<file path="src/rtl/timer_arbiter.sv">
// timer_arbiter: round-robin arbiter that lends one shared up-counter to N
// requesters. The winner's interval length is latched at grant time. The
// counter then steps 0..limit, and done is pulsed for the owner on completion.
// A requester that drops req while it owns the counter aborts its interval
// without a done pulse.

module timer_arbiter #(
  parameter int BITS = 4,
  parameter int N    = 4
) (
  input  logic              clk,
  input  logic              reset,
  input  logic [N-1:0]      req,
  input  logic [N*BITS-1:0] len,
  input  logic              hold,
  output logic [N-1:0]      grant,
  output logic [N-1:0]      done,
  output logic [BITS-1:0]   cnt,
  output logic              busy
);

  // Width of the round-robin pointer and of the owner index.
  localparam int PW = (N > 1) ? $clog2(N) : 1;

  typedef enum logic {
    IDLE  = 1'b0,
    COUNT = 1'b1
  } state_t;

  // Registered state and its next-state values.
  state_t          state_q, state_d;
  logic [PW-1:0]   ptr_q,   ptr_d;
  logic [PW-1:0]   idx_q,   idx_d;
  logic [N-1:0]    grant_q, grant_d;
  logic [N-1:0]    done_q,  done_d;
  logic [BITS-1:0] cnt_q,   cnt_d;
  logic [BITS-1:0] limit_q, limit_d;

  // Round-robin selection results.
  logic [N-1:0]    elig_s;
  logic            sel_found_s;
  logic [PW-1:0]   sel_idx_s;
  logic [N-1:0]    sel_onehot_s;
  logic [BITS-1:0] sel_len_s;
  logic [PW-1:0]   ptr_next_s;

  // Pick the first eligible requester, searching circularly from ptr.
  // A requester whose done is pulsing in this cycle is excluded, so it
  // cannot win again in its own done cycle.
  always_comb begin
    elig_s      = req & ~done_q;
    sel_found_s = 1'b0;
    sel_idx_s   = '0;
    for (int k = 0; k < N; k++) begin
      if (!sel_found_s && elig_s[(int'(ptr_q) + k) % N]) begin
        sel_found_s = 1'b1;
        sel_idx_s   = PW'((int'(ptr_q) + k) % N);
      end else begin
        sel_found_s = sel_found_s;
      end
    end
  end

  // Decode the selected index into a one-hot grant. Also extract that
  // requester's interval length and compute the pointer that follows the
  // current owner.
  always_comb begin
    sel_onehot_s = {{(N-1){1'b0}}, 1'b1} << sel_idx_s;
    sel_len_s    = len[int'(sel_idx_s)*BITS +: BITS];
    if (idx_q == PW'(N-1)) begin
      ptr_next_s = '0;
    end else begin
      ptr_next_s = idx_q + PW'(1);
    end
  end

  // Next-state logic. In COUNT the checks run in this order: abort first,
  // then terminal count, then hold, then increment.
  always_comb begin
    state_d = state_q;
    ptr_d   = ptr_q;
    idx_d   = idx_q;
    grant_d = grant_q;
    done_d  = '0;
    cnt_d   = cnt_q;
    limit_d = limit_q;
    case (state_q)
      IDLE: begin
        if (sel_found_s) begin
          state_d = COUNT;
          idx_d   = sel_idx_s;
          grant_d = sel_onehot_s;
          cnt_d   = '0;
          limit_d = sel_len_s;
        end else begin
          grant_d = '0;
          cnt_d   = '0;
        end
      end
      COUNT: begin
        if (!req[idx_q]) begin
          // The owner walked away: release without a done pulse.
          state_d = IDLE;
          grant_d = '0;
          cnt_d   = '0;
          ptr_d   = ptr_next_s;
        end else if ((cnt_q == limit_q) && !hold) begin
          state_d = IDLE;
          done_d  = grant_q;
          grant_d = '0;
          cnt_d   = '0;
          ptr_d   = ptr_next_s;
        end else if (hold) begin
          // Freeze the counter. A count already at the limit stays there.
          cnt_d = cnt_q;
        end else begin
          cnt_d = cnt_q + BITS'(1);
        end
      end
      default: begin
        state_d = IDLE;
        grant_d = '0;
        cnt_d   = '0;
      end
    endcase
  end

  // State registers. Synchronous reset overrides everything, even mid-count.
  always_ff @(posedge clk) begin
    if (reset) begin
      state_q <= IDLE;
      ptr_q   <= '0;
      idx_q   <= '0;
      grant_q <= '0;
      done_q  <= '0;
      cnt_q   <= '0;
      limit_q <= '0;
    end else begin
      state_q <= state_d;
      ptr_q   <= ptr_d;
      idx_q   <= idx_d;
      grant_q <= grant_d;
      done_q  <= done_d;
      cnt_q   <= cnt_d;
      limit_q <= limit_d;
    end
  end

  assign grant = grant_q;
  assign done  = done_q;
  assign cnt   = cnt_q;
  assign busy  = (state_q == COUNT);

endmodule

</file>
<file path="config.mk">
export PLATFORM = sky130hd
export DESIGN_NAME = timer_arbiter
export DESIGN_NICKNAME = d
export VERILOG_FILES = /design/src/rtl/timer_arbiter.sv
export SDC_FILE = /design/constraint.sdc
export NUM_CORES = 1
export LEC_CHECK = 0
export BUFFER_PORTS_ARGS = -buffer_cell sky130_fd_sc_hd__buf_4
export CORE_UTILIZATION = 45
export DETAILED_ROUTE_END_ITERATION = 12
export HOLD_SLACK_MARGIN = 0.15
export PLACE_DENSITY = 0.72
export SLEW_MARGIN = 20
export SYNTH_ARGS = -nofsm -noshare
export SYNTH_HDL_FRONTEND = slang
export SYNTH_SLANG_ARGS = --single-unit
</file>
<file path="constraint.sdc">
create_clock -name clk -period 2.55 [get_ports clk]
set_input_delay 0.6375 -clock clk [delete_from_list [all_inputs] [get_ports clk]]
set_output_delay 0.6375 -clock clk [all_outputs]
set_load 0.005 [all_outputs]
</file>
==> results.py, run 1 <==
metrics = {
    "power": {
        "power.total_w": 0.000707,
        "peakVddDrop_uv": 297,
        "p_leak_nw": 0.601,
        "p_clk_frac": 0.220,
        "power.density_mw_per_mm2": 494,
        "power_frac_seq": 0.526,
        "p_int_w": 0.000503,
        "switching_share": 0.289,
        "p_switching_w": 0.000204,
        "p_comb_frac": 0.254,
    },
    "clock_network": {
        "htree_levels": 1,
        "insertion_delay_ps": 290,
        "cts_root_buffer": "clkbuf_4",
        "hold_buffers": 0,
        "cts_resized": 0,
        "tritoncts": "done",
        "cts_buffers": 3,
        "clock_sinks": 21,
        "ctsLongestPathBuffers": 2,
        "clk_pin_slew_ps": 110,
        "cts_setup_buffers": 0,
    },
    "global_routing": {
        "grt_pass1_vias": 919,
        "globalRouteOverflowTotal": 0,
        "grt_first_pass_wirelength_um": 4090,
        "grt_max_degree": 21,
        "grtUsageTotal": 0.205,
        "antenna_found_initial": 0,
    },
    "layout": {
        "stdcell_area_mm2": 0.00143,
        "finalNonFillerCells": 184,
        "final_common_cell": "buf_4",
        "final_layout_size_suffix_gt1_frac": 0.314,
        "area_delta_synth_final_pct": 27.6,
        "layout_common_cells": "35 x buf_4, 21 x dfxtp_1, 8 x mux2i_1",
        "diodes": 0,
        "finalNetCount": 182,
    },
    "drt": {
        "antenna_left": 0,
        "drc": 0,
        "wirelength_um": 2510,
        "vias": 1017,
        "viasPerCell": 5.53,
        "drtPass1Iterations": 4,
        "drt-initial-drc-count": 21,
        "routedWlPerCell_um": 13.7,
    },
    "synthesis": {
        "synth_area_leaders": "dfxtp_1 38%, mux2i_1 7.1%, o221ai_1 3.9%",
        "netlist.area_leader.share": 0.375,
        "synth_largest_area_cell": "dfxtp_1",
        "synthesis.area_mm2": 0.00112,
        "async_reset_ff_frac": 0,
        "synth_seq_cells": 21,
        "synth_edf_count": 0,
        "avgSynthCellArea_um2": 9.34,
        "synth_cell_types": 40,
        "ys_warn_count": 0,
        "syn-instance-count": 120,
        "syn-num-nets": 145,
        "ys_seq_area_frac": 0.375,
        "synthFlopType": "dfxtp_1",
    },
    "die": {
        "placementRows": 17,
        "pin_count": 36,
        "die_area_mm2": 0.00269,
        "initial_utilization": 0.493,
        "core_mm2": 0.00228,
        "die_h_um": 51.9,
        "die_w_um": 51.9,
    },
    "sta": {
        "finalHoldWorstSlack_ps": 480,
        "hold_violations": 0,
        "slew-limit-headroom": 0.642,
        "rsz0062_at_grt": "no",
        "max_freq_mhz": 549,
        "finClkSkew_ps": 4.97,
        "drv_slew": 0,
        "tns_ps": 0,
        "finalSetupViolations": 0,
        "min_period_ps": 1820,
        "worst_pin_slew_ps": 533,
        "timing.final.crit_share": 0.715,
    },
    "min_path": {
        "hp-class": "reg -> reg",
    },
    "critical_path": {
        "critPathKind": "reg -> reg",
        "critPathLaunchType": "flop",
        "crit_path_end_kind": "flop",
        "critPathSlowestCell": "a222oi_1",
        "reg2reg_setup_slack_ps": 730,
        "cp_data_arrival_time_ps": 2050,
        "crit_buf_inv": 1,
        "cp_slowest_stage_delay_ps": 490,
        "required_ps": 2780,
        "cp_max_fo": 4,
        "crit_chain": "inv_1 -> a222oi_1 -> a31oi_1 -> or4_1 -> a21oi_1",
        "crit_family": "compound AO/OA/AOI/OAI gates",
    },
    "placed_design": {
        "place.gp.congestion": 0.797,
        "dpl_cell_area_mm2": 0.00140,
        "detailed_place_hpwl_um": 2000,
        "buffer_ports.inserted": 35,
        "placed_cells": 180,
    },
    "status": {
        "outcome": "complete, no violations",
    },
    "job": {
        "max-cap-violations": 0,
    },
}
-- layer usage --
layer  vias to the layer above  track usage  share of wire
met4                         0       0.0811         0.0068
met2                        33        0.335           0.47
met3                         2       0.0263          0.045
met5                         -            0              0
li1                        516            -              -
met1                       466        0.270           0.48
-- path summary, 6_finish.rpt --
check                 from       end  cells past startpoint
hold / removal    grant[1]  grant[1]                      2
setup / recovery    cnt[3]  ptr_q[0]                      5
hold reg to reg   grant[1]  grant[1]                      2
setup reg to reg    cnt[3]  ptr_q[0]                      5
-- kinds of logic after synthesis --
family	count (synthesis)	share of synthesized area
AO/OA/AOI/OAI	29	0.203
flip-flops	21	0.375
AND/OR/NAND/NOR	45	0.240
adder cells (fa/ha/maj)	2	0.0223
XOR/XNOR	4	0.0313
buffers and inverters	10	0.0368
multiplexers	9	0.0915
-- final cells by class --
type	instances	area [um^2]
Timing Repair Buffer	35	263
Sequential cell	21	420
Inverter	7	26.3
Tap cell	28	35.0
Fill cell	186	846
Clock buffer	4	26.3
Multi-Input combinational cell	89	659
-- power by group through the flow --
| stage | Sequential (W) | Combinational, W | Clock (W) |
|---|---|---|---|
| after floorplan | 0.000374 | 0.000119 | 0 |
| after global placement | 0.000378 | 0.000174 | 0 |
| after detailed placement | 0.000379 | 0.000178 | 0 |
| after CTS | 0.000371 | 0.000180 | 0.000159 |
| after global routing | 0.000374 | 0.000198 | 0.000175 |
| final | 0.000371 | 0.000180 | 0.000155 |
-- worst reg2reg max path, delay by kind of cell (launching register included) --
| kind | cells | cell delay (ps) |
|---|---|---|
| flip-flops | 1 | 360 |
| buffers and inverters | 1 | 70 |
| AND/OR/NAND/NOR | 1 | 440 |
| AO/OA/AOI/OAI | 3 | 900 |
-- state kept, by name (all words and copies together), names as in the netlist --
name and count:
ptr_q 2, idx_q 2, cnt 4, done 4, limit_q 4, grant 4, busy 1
-- cell usage after synthesis (3+ instances only) --
library cell   n
nand2_1        7
a21oi_1        7
o221ai_1       5
or3_1          5
nor3_1         5
and2_1         5
a31oi_1        3
inv_1          5
nand2b_1       3
nand3_1        3
nor2_1         3
xnor2_1        3
mux2i_1        8
nor2b_1        5
dfxtp_1       21
nand3b_1       3
-- through the flow --
step,utilization,setup slack (ps)
floorplan,-,685
finish,0.628,728
CTS,0.628,725
global placement,0.617,503
detailed placement,0.617,461
global route,0.628,640
No activity file was read; power rests on OpenSTA's default activity.
==> inputs of run 2 (changes only) <==
- clock period: 2.55 -> 1.9 ns (I/O delays scaled with it)
==> results.py, run 2 (synthesis gave the netlist of run 1 again) <==
metrics = {
    "power": {
        "power_frac_seq": 0.521,
        "p_comb_frac": 0.265,
        "p_switching_w": 0.000274,
        "power.density_mw_per_mm2": 656,
        "power.total_w": 0.000957,
        "p_clk_frac": 0.214,
        "peakVddDrop_uv": 445,
        "p_leak_nw": 0.616,
        "switching_share": 0.286,
        "p_int_w": 0.000683,
    },
    "sta": {
        "hold_violations": 0,
        "min_period_ps": 1750,
        "worst_pin_slew_ps": 516,
        "tns_ps": 0,
        "rsz0062_at_grt": "no",
        "timing.final.crit_share": 0.920,
        "finalSetupViolations": 0,
        "slew-limit-headroom": 0.654,
        "finClkSkew_ps": 1.50,
        "finalHoldWorstSlack_ps": 476,
        "drv_slew": 0,
        "max_freq_mhz": 572,
    },
    "die": {
        "initial_utilization": 0.493,
        "die_w_um": 51.9,
        "pin_count": 36,
        "die_h_um": 51.9,
        "placementRows": 17,
        "core_mm2": 0.00228,
        "die_area_mm2": 0.00269,
    },
    "drt": {
        "drtPass1Iterations": 4,
        "wirelength_um": 2580,
        "drc": 0,
        "vias": 1023,
        "viasPerCell": 5.47,
        "drt-initial-drc-count": 26,
        "antenna_left": 0,
        "routedWlPerCell_um": 13.8,
    },
    "placed_design": {
        "place.gp.congestion": 0.806,
        "buffer_ports.inserted": 35,
        "dpl_cell_area_mm2": 0.00142,
        "detailed_place_hpwl_um": 2050,
    },
    "clock_network": {
        "htree_levels": 1,
        "insertion_delay_ps": 290,
        "cts_buffers": 3,
        "ctsLongestPathBuffers": 2,
        "clk_pin_slew_ps": 110,
        "clock_sinks": 21,
        "tritoncts": "done",
        "cts_root_buffer": "clkbuf_4",
    },
    "critical_path": {
        "crit_path_end_kind": "flop",
        "cp_slowest_stage_delay_ps": 580,
        "cp_max_fo": 4,
        "timing.rr.start": "idx_q[1]",
        "crit_buf_inv": 1,
        "required_ps": 2130,
        "critPathLaunchType": "flop",
        "reg2regPathDepth": 5,
        "critPathSlowestCell": "mux4_2",
        "reg2reg_setup_slack_ps": 150,
        "critPathKind": "reg -> reg",
        "crit_chain": "mux4_2 -> inv_2 -> a31oi_1 -> or4_1 -> a21oi_1",
        "rr_endpoint": "ptr_q[0]",
        "cp_data_arrival_time_ps": 1970,
        "crit_family": "multiplexers",
        "crit_start": "idx_q[1]",
    },
    "layout": {
        "final-seq-area_um2": 420,
        "area_delta_synth_final_pct": 30.0,
        "fill_cells": 194,
        "final_layout_size_suffix_gt1_frac": 0.333,
        "final_common_cell": "buf_4",
        "finalNetCount": 185,
        "layout_common_cells": "38 x buf_4, 21 x dfxtp_1, 8 x mux2i_1",
        "stdcell_area_mm2": 0.00146,
        "diodes": 0,
        "multi_input_area_um2": 664,
    },
    "min_path": {
        "hp-class": "in -> reg",
        "hp-start": "len[15]",
        "hold_end": "limit_q[3]",
        "holdPathStages": 3,
    },
    "global_routing": {
        "globalRouteOverflowTotal": 0,
        "grt_pass1_vias": 958,
        "grt_first_pass_wirelength_um": 4030,
        "grt_max_degree": 21,
        "grtUsageTotal": 0.199,
        "antenna_found_initial": 0,
    },
    "job": {
        "max-cap-violations": 0,
    },
    "status": {
        "outcome": "complete, no violations",
    },
}
-- run 2: cell types whose count changed in the layout (fill, tap and decap cells not counted) --
cell,delta
buf_4,+3
nor3_1,-1
nor3_2,+1
-- run 2: worst max-delay path by stage --
stage / depth (start not counted) / end
2_1_floorplan: 6 / limit_q[0]
3_3_place_gp: 6 / limit_q[1]
3_5_place_dp: 6 / limit_q[0]
4_1_cts: 4 / ptr_q[0]
5_1_grt: 5 / limit_q[0]
6_report: 5 / ptr_q[0]
-- run 2: per-layer routing --
metal | global-route usage | part of all wire | wire (um) | up-vias
met5 | 0 | 0 | 0 | -
met4 | 0.0541 | 0.0054 | 14 | 0
met3 | 0.0292 | 0.047 | 122 | 2
met2 | 0.342 | 0.47 | 1220 | 33
met1 | 0.255 | 0.47 | 1220 | 463
li1 | - | - | - | 525
-- run 2: what timing repair did --
| item | 4_1_cts | 5_1_grt |
|---|---|---|
| endpoints found under the setup margin | 0 | 5 |
| hold buffers | 0 | 0 |
| gates resized for setup | 0 | 1 |
| buffers inserted | 0 | 1 |
-- run 2: final cells by class --
| cell class | instances | area share |
|---|---|---|
| Multi-Input combinational cell | 89 | 0.456 |
| Tap cell | 28 | 0.0240 |
| Timing Repair Buffer | 38 | 0.196 |
| Inverter | 7 | 0.0180 |
| Sequential cell | 21 | 0.288 |
| Clock buffer | 4 | 0.0180 |
-- run 2: through the flow --
stage                     worst slack (ps)  std cells   util
after global placement                13.2        182  0.623
final                                  152        187  0.640
after global routing                  51.2        187  0.640
after CTS                              131        186  0.635
after detailed placement             -8.72        182  0.623
after floorplan                        197        120      -
-- run 2: tightest hold or removal path, stage by stage --
cell and delay [ps]:
buf_4 80, mux2i_1 50, o221ai_1 130
-- run 2: power by group through the flow --
stage	sequential, W	clock (W)	combinational, W
after CTS	0.000498	0.000210	0.000246
after floorplan	0.000501	0	0.000160
after global routing	0.000501	0.000229	0.000276
after global placement	0.000507	0	0.000239
final	0.000498	0.000205	0.000253
after detailed placement	0.000509	0	0.000245
==> inputs of run 3 (changes only) <==
- CORE_MARGIN: unset -> 4
==> results.py, run 3 (synthesis gave the netlist of run 1 again) <==
metrics = {
    "sta": {
        "tns_ps": 0,
        "slew-limit-headroom": 0.671,
        "fin_ws_ps": 137,
        "worst_pin_slew_ps": 490,
        "timing.final.crit_share": 0.928,
        "rsz0062_at_grt": "no",
        "max_freq_mhz": 567,
        "finClkSkew_ps": 6.47,
        "finalHoldWorstSlack_ps": 460,
        "finalSetupViolations": 0,
        "hold_violations": 0,
        "min_period_ps": 1760,
        "drv_slew": 0,
    },
    "clock_network": {
        "clk_pin_slew_ps": 120,
        "cts_root_buffer": "clkbuf_4",
        "tritoncts": "done",
        "cts_resized": 0,
        "insertion_delay_ps": 300,
        "ctsLongestPathBuffers": 2,
        "clock_sinks": 21,
        "hold_buffers": 0,
        "cts_buffers": 3,
        "cts_setup_buffers": 0,
        "htree_levels": 1,
    },
    "power": {
        "power.total_w": 0.000972,
        "p_clk_frac": 0.227,
        "power.density_mw_per_mm2": 666,
        "p_comb_frac": 0.261,
        "power_frac_seq": 0.513,
        "switching_share": 0.294,
        "p_int_w": 0.000686,
        "p_leak_nw": 0.620,
        "p_switching_w": 0.000286,
        "peakVddDrop_uv": 384,
    },
    "die": {
        "die_w_um": 57.9,
        "placementRows": 17,
        "initial_utilization": 0.488,
        "pin_count": 36,
        "die_area_mm2": 0.00335,
        "die_h_um": 57.9,
        "core_mm2": 0.00230,
    },
    "critical_path": {
        "crit_family": "compound AO/OA/AOI/OAI gates",
        "critPathKind": "reg -> reg",
        "critPathSlowestCell": "or3b_4",
        "required_ps": 2090,
        "critPathLaunchType": "flop",
        "cp_slowest_stage_delay_ps": 420,
        "crit_buf_inv": 0,
        "cp_max_fo": 13,
        "crit_chain": "or3b_4 -> o211ai_1 -> a21o_2 -> mux2i_1 -> o221ai_1",
        "cp_data_arrival_time_ps": 1950,
        "crit_path_end_kind": "flop",
    },
    "drt": {
        "drtPass1Iterations": 5,
        "antenna_left": 0,
        "wirelength_um": 2700,
        "drc": 0,
        "drt-initial-drc-count": 29,
        "vias": 1074,
        "viasPerCell": 5.71,
        "routedWlPerCell_um": 14.4,
    },
    "layout": {
        "area_delta_synth_final_pct": 30.2,
        "final_common_cell": "buf_4",
        "final_layout_size_suffix_gt1_frac": 0.331,
        "diodes": 0,
        "layout_common_cells": "39 x buf_4, 21 x dfxtp_1, 8 x mux2i_1",
        "finalNetCount": 186,
        "fill_cells": 206,
    },
    "global_routing": {
        "grt_pass1_vias": 1092,
        "globalRouteOverflowTotal": 0,
        "grt_max_degree": 21,
        "grt_first_pass_wirelength_um": 4750,
        "grtUsageTotal": 0.177,
        "antenna_found_initial": 0,
    },
    "placed_design": {
        "buffer_ports.inserted": 35,
        "place.gp.congestion": 0.855,
        "place_worst_setup_slack_ps": -17.2,
        "detailed_place_hpwl_um": 2140,
    },
    "status": {
        "outcome": "complete, no violations",
    },
    "job": {
        "max-cap-violations": 0,
    },
    "min_path": {
        "hp-class": "in -> reg",
    },
}
[run 3: cell count changes in the layout (fill, tap and decap cells not counted)]
cell | previous run | this run
buf_4 | 38 | 39
nor3_1 | 4 | 5
nor3_2 | 1 | 0
[run 3: final timing paths]
| check | depth (start not counted) | from | end | slack (ps) |
|---|---|---|---|---|
| worst min register to register | 2 | grant[3] | grant[3] | 500 |
| worst max-delay path | 5 | ptr_q[0] | limit_q[2] | 140 |
| worst min-delay path | 3 | len[15] | limit_q[3] | 460 |
| worst max register to register | 5 | ptr_q[0] | limit_q[2] | 140 |
[run 3: cell type report]
| class | count | area, um^2 | share of cell area |
|---|---|---|---|
| clock buffers | 4 | 26.3 | 0.0180 |
| inverters | 7 | 26.3 | 0.0180 |
| multi-input cells | 89 | 659 | 0.452 |
| flip-flops and latches | 21 | 420 | 0.288 |
| well taps | 28 | 35.0 | 0.0240 |
| repair buffers | 39 | 293 | 0.201 |
[run 3: per-layer routing]
| layer | global-route usage | wire length [um] | share of wire | vias up |
|---|---|---|---|---|
| li1 | - | - | - | 531 |
| met3 | 0.0423 | 170 | 0.063 | 4 |
| met5 | 0 | 0 | 0 | - |
| met1 | 0.222 | 1210 | 0.45 | 498 |
| met4 | 0.0497 | 28 | 0.010 | 0 |
| met2 | 0.300 | 1290 | 0.48 | 41 |
[run 3: power by group through the flow]
stage,Sequential (W),Combinational [W],Clock (W)
global route,0.000503,0.000279,0.000242
detailed placement,0.000508,0.000251,0
global placement,0.000508,0.000247,0
CTS,0.000498,0.000253,0.000222
floorplan,0.000501,0.000160,0
finish,0.000499,0.000253,0.000220
[run 3: metrics by stage]
stage               instance area [um^2]  cells   util
detailed placement                  1430    184  0.624
global route                        1460    188  0.636
CTS                                 1460    188  0.636
floorplan                           1120    120      -
global placement                    1430    184  0.624
finish                              1460    188  0.636
[run 3: worst register-to-register path, cell delays in order (launching register included)]
cell and delay, ps:
dfxtp_1 380, or3b_4 420, o211ai_1 120, a21o_2 350
mux2i_1 240, o221ai_1 130
